## src/rtl/alu_sched.sv

```systemverilog
// alu_sched: round-robin arbiter for two requesters sharing a 4-bit ALU.
// 8-bit adds are split into low, high and carry-fix passes.
module alu_sched #(
  parameter logic RR_INIT = 1'b1
) (
  input  logic       clk,
  input  logic       rst,
  input  logic       req0_valid,
  output logic       req0_ready,
  input  logic [2:0] req0_op,
  input  logic       req0_wide,
  input  logic [7:0] req0_a,
  input  logic [7:0] req0_b,
  input  logic       req1_valid,
  output logic       req1_ready,
  input  logic [2:0] req1_op,
  input  logic       req1_wide,
  input  logic [7:0] req1_a,
  input  logic [7:0] req1_b,
  output logic [3:0] alu_a,
  output logic [3:0] alu_b,
  output logic [2:0] alu_op,
  input  logic [3:0] alu_result,
  input  logic       alu_carry,
  input  logic       alu_overflow,
  input  logic       alu_zero,
  output logic       rsp_valid,
  input  logic       rsp_ready,
  output logic       rsp_id,
  output logic [7:0] rsp_result,
  output logic       rsp_carry,
  output logic       rsp_overflow,
  output logic       rsp_zero
);

  typedef enum logic [2:0] {
    IDLE, EXEC, LO, HI, FIX, RESP
  } state_t;

  state_t     state;
  logic       last;
  logic       sel;
  logic       gnt;
  logic [2:0] g_op;
  logic       g_wide;
  logic [7:0] g_a;
  logic [7:0] g_b;
  logic [3:0] a_hi;
  logic [3:0] b_hi;
  logic [3:0] sum_lo;
  logic       c_lo;
  logic       c_hi;
  logic [7:0] fix_res;

  assign fix_res = {alu_result, sum_lo};

  // Pick a requester (sole valid wins, ties go to the one not granted last)
  always_comb begin
    sel = (req0_valid & req1_valid) ? ~last : req1_valid;
    gnt = (state == IDLE) & ~rst & (req0_valid | req1_valid);
    req0_ready = gnt & ~sel;
    req1_ready = gnt & sel;
    g_op = sel ? req1_op : req0_op;
    g_a  = sel ? req1_a : req0_a;
    g_b  = sel ? req1_b : req0_b;
    g_wide = (sel ? req1_wide : req0_wide) & (g_op == 3'b000);
  end

  // Sequencer: grant, ALU passes, response hold
  always_ff @(posedge clk) begin
    if (rst) begin
      state        <= IDLE;
      last         <= RR_INIT;
      alu_a        <= 4'h0;
      alu_b        <= 4'h0;
      alu_op       <= 3'b000;
      a_hi         <= 4'h0;
      b_hi         <= 4'h0;
      sum_lo       <= 4'h0;
      c_lo         <= 1'b0;
      c_hi         <= 1'b0;
      rsp_valid    <= 1'b0;
      rsp_id       <= 1'b0;
      rsp_result   <= 8'h00;
      rsp_carry    <= 1'b0;
      rsp_overflow <= 1'b0;
      rsp_zero     <= 1'b0;
    end else begin
      unique case (state)
        IDLE: begin
          if (gnt) begin
            last   <= sel;
            rsp_id <= sel;
            a_hi   <= g_a[7:4];
            b_hi   <= g_b[7:4];
            alu_a  <= g_a[3:0];
            alu_b  <= g_b[3:0];
            alu_op <= g_wide ? 3'b000 : g_op;
            state  <= g_wide ? LO : EXEC;
          end
        end
        EXEC: begin
          rsp_result   <= {4'h0, alu_result};
          rsp_carry    <= alu_carry;
          rsp_overflow <= alu_overflow;
          rsp_zero     <= alu_zero;
          rsp_valid    <= 1'b1;
          alu_a        <= 4'h0;
          alu_b        <= 4'h0;
          alu_op       <= 3'b000;
          state        <= RESP;
        end
        LO: begin
          sum_lo <= alu_result;
          c_lo   <= alu_carry;
          alu_a  <= a_hi;
          alu_b  <= b_hi;
          state  <= HI;
        end
        HI: begin
          c_hi  <= alu_carry;
          alu_a <= alu_result;
          alu_b <= {3'b000, c_lo};
          state <= FIX;
        end
        FIX: begin
          rsp_result   <= fix_res;
          rsp_carry    <= c_hi | alu_carry;
          rsp_zero     <= (fix_res == 8'h00);
          rsp_overflow <= (a_hi[3] == b_hi[3]) &
                          (fix_res[7] != a_hi[3]);
          rsp_valid    <= 1'b1;
          alu_a        <= 4'h0;
          alu_b        <= 4'h0;
          state        <= RESP;
        end
        RESP: begin
          if (rsp_ready) begin
            rsp_valid <= 1'b0;
            state     <= IDLE;
          end
        end
        default: state <= IDLE;
      endcase
    end
  end

endmodule

```

## config.mk

```make
export PLATFORM = sky130hd
export DESIGN_NAME = alu_sched
export DESIGN_NICKNAME = d
export VERILOG_FILES = /design/src/rtl/alu_sched.sv
export SDC_FILE = /design/constraint.sdc
export NUM_CORES = 1
export LEC_CHECK = 0
export CAP_MARGIN = 20
export CORE_AREA = 2 2 60 91
export CTS_CLUSTER_DIAMETER = 80
export DETAILED_ROUTE_END_ITERATION = 7
export DIE_AREA = 0 0 62 93
export PLACE_DENSITY = 0.8
export SYNTH_ARGS = -nofsm -noshare
export SYNTH_HDL_FRONTEND = slang
export SYNTH_SLANG_ARGS = --single-unit
```

## constraint.sdc

```tcl
create_clock -name clk -period 1.6 [get_ports clk]
set_clock_uncertainty 0.05 [all_clocks]
set_input_delay 0.32 -clock clk [delete_from_list [all_inputs] [get_ports clk]]
set_output_delay 0.32 -clock clk [all_outputs]
set_load 0.01 [all_outputs]
```

==> flow_summary.ini <==
[layout]
n_fill_cell = 416
insertedDiodeCount = 0
nets = 367
area_growth_pct = 51.94
drive_gt1_share_pct = 21.20
utilization_pct = 64.50

[clock_network]
path_clk_slew_ps = 80
clock_sinks = 42
clockBufferDepth = 2
clock-root-buffer = clkbuf_8
cts_made_buffers = 5
cts_tree = yes
cts_hold_buf = 0
clk_latency_ps = 290
htreeDepth = 2

[power]
leakage_nw = 1.306
power-per-cell-area_nw_per_um2 = 963.3
peakVddDrop_uv = 506.6

[sta]
max_clock_freq_ghz = 0.5900
rsz0062_at_grt = true
finalMaxSlewViolations = 0
relSlewSlack_pct = 71.86
hold_viol = 0
fin_crit_ps = 1695
fin_ws_ps = -94.89
setup_viol = 3
setup_tns_ps = -206.4
worstMarginPinSlew_ps = 422.1
post-route-period-util_pct = 105.9

[routing]
dr_wl_met3_um = 250
drtPass1Iterations = 4
highest_layer = met4
ant_nets = 0
vias = 2031
wl_met1_um = 2169
initialDrtViolationCount = 114
wl_um = 5598
avgRoutedWirePerCell_um = 14.58
met2_length_um = 3079
via_per_inst = 5.289
drc = 0

[setup_path]
crit_path_max_fanout = 3
arrival_ps = 1320
startpoint_type = flip-flop
r2r_cells = 5
critPathCaptureType = primary output
cp.required_ps = 1230
critPathKind = reg -> out

[global_route]
grt_pass1_vias = 1966
gr-total-overflow = 0
antenna_found_initial = 0
grt_pass1_wl_um = 9163
grt_util_all_layers_pct = 21.03
grt_start_max_net_pins = 36

[die]
die_y_um = 93
fp-row-count = 32
coreArea_um2 = 5005
initial_core_util_pct = 42.45
dieWidth_um = 62
pin_count = 78
die_area_um2 = 5766

[run_status]
violations = negative setup slack
status = finished with violations

[worst_hold_path]
hold_class = reg -> reg
holdPathStages = 2

[yosys]
ys.flop_type = dfxtp_1
synth_nets = 271
ys_types = 47
postSynthAreaPerCell_um2 = 9.701
synth_area_um2 = 2125
synth_common_cells = dfxtp_1 (42), nor2_1 (28), mux2i_1 (25)
synth_enable_flop_cells = 0
yosysMostFrequentCell = dfxtp_1
synth_top_area_share_pct = 39.58
yosysTopAreaCell = dfxtp_1
synth.top_cells.by_area = dfxtp_1 (40%), mux2i_1 (12%), nor2_1 (4.9%)
synth_seq_cells = 42
ys_seq_area_share_pct = 39.58
async_reset_ff_share_pct = 0
synth_warnings = 0
synthCells = 219

[placement]
place_ws_ps = -592.1
gp_congestion = 0.8225
io_buffers = 77
place_hpwl_um = 4239

[flow_run]
cap_violations = 0
-- layer usage --
metal / global-route usage, % / vias to the layer above
met5: 0 / -
met4: 7.979 / 0
met3: 3.734 / 7
met2: 35.59 / 69
met1: 25.35 / 958
li1: - / 997
-- per-stage QoR --
| stage | hold slack [ps] | power, W | instance area, um^2 | cells |
|---|---|---|---|---|
| floorplan | 397.1 | 0.001896 | 2125 | 219 |
| global placement | 393.2 | 0.002353 | 3073 | 374 |
| detailed placement | 397.0 | 0.002382 | 3073 | 374 |
| CTS | 407.7 | 0.003103 | 3188 | 383 |
| global route | 430.1 | 0.003288 | 3228 | 384 |
| finish | 404.1 | 0.003110 | 3228 | 384 |
-- layout make-up --
class | count | area [um^2] | area share, %
Clock buffer | 7 | 86.33 | 2.674
Multi-Input combinational cell | 158 | 1206 | 37.36
Timing Repair Buffer | 104 | 987.2 | 30.58
Sequential cell | 42 | 843.3 | 26.12
Tap cell | 68 | 85.08 | 2.636
Inverter | 4 | 15.01 | 0.4651
Clock inverter | 1 | 5.005 | 0.1550
-- report_power, final --
part / leakage, nW / switching [W] / internal, W
sequential: 0.346 / 0.0000825 / 0.00118
clock: 0.0482 / 0.000357 / 0.000348
combinational: 0.912 / 0.000515 / 0.000625
-- cells in the final DEF, fill, tap and decap left out, types with 4 or more instances in the layout --
cell	count
o211ai_1	5
nand2_1	18
clkdlybuf4s50_1	70
a211oi_1	7
mux2i_1	25
a21oi_1	12
a22oi_1	7
mux2_2	5
buf_4	26
nor2_1	27
dfxtp_1	40
clkbuf_8	6
a311oi_1	4
o211a_1	5
a211oi_2	8
-- final timing paths --
path	start	to	slack (ps)
max	state[2]	req1_ready	-90
max reg2reg	last	state[0]	0
min reg2reg	rsp_result[1]	rsp_result[1]	400
min	rsp_result[1]	rsp_result[1]	400
-- sequential cells by signal, indices dropped and copies added (netlist names) --
| signal | cells |
|---|---|
| c_hi | 1 |
| rsp_overflow | 1 |
| alu_a | 4 |
| sum_lo | 4 |
| rsp_carry | 1 |
| rsp_zero | 1 |
| rsp_id | 1 |
| rsp_result | 8 |
| state | 3 |
| b_hi | 4 |
| a_hi | 4 |
| last | 1 |
| alu_op | 3 |
| alu_b | 4 |
| rsp_valid | 1 |
| c_lo | 1 |
-- repair_timing --
action                                  CTS  global route
pin swaps                                 2             3
buffers inserted                          2             2
gates resized for setup                  19             8
endpoints found under the setup margin   16            28
-- worst max-delay path, cell delays in order, from the launching register on --
cell and delay, ps:
dfxtp_2 340, nor3_4 240, o21a_2 180, and3_4 170
buf_6 100
-- logic make-up (layout without fill, tap and decap cells) --
kind of cell    after synthesis  after routing  share of synthesized area [%]
simple gates                 64             64                          15.31
compound gates               63             63                          24.38
flops                        42             42                          39.58
mux                          31             31                          14.96
buf+inv                      19            116                          5.771
Note: power is estimated with default switching activity, not from simulation.
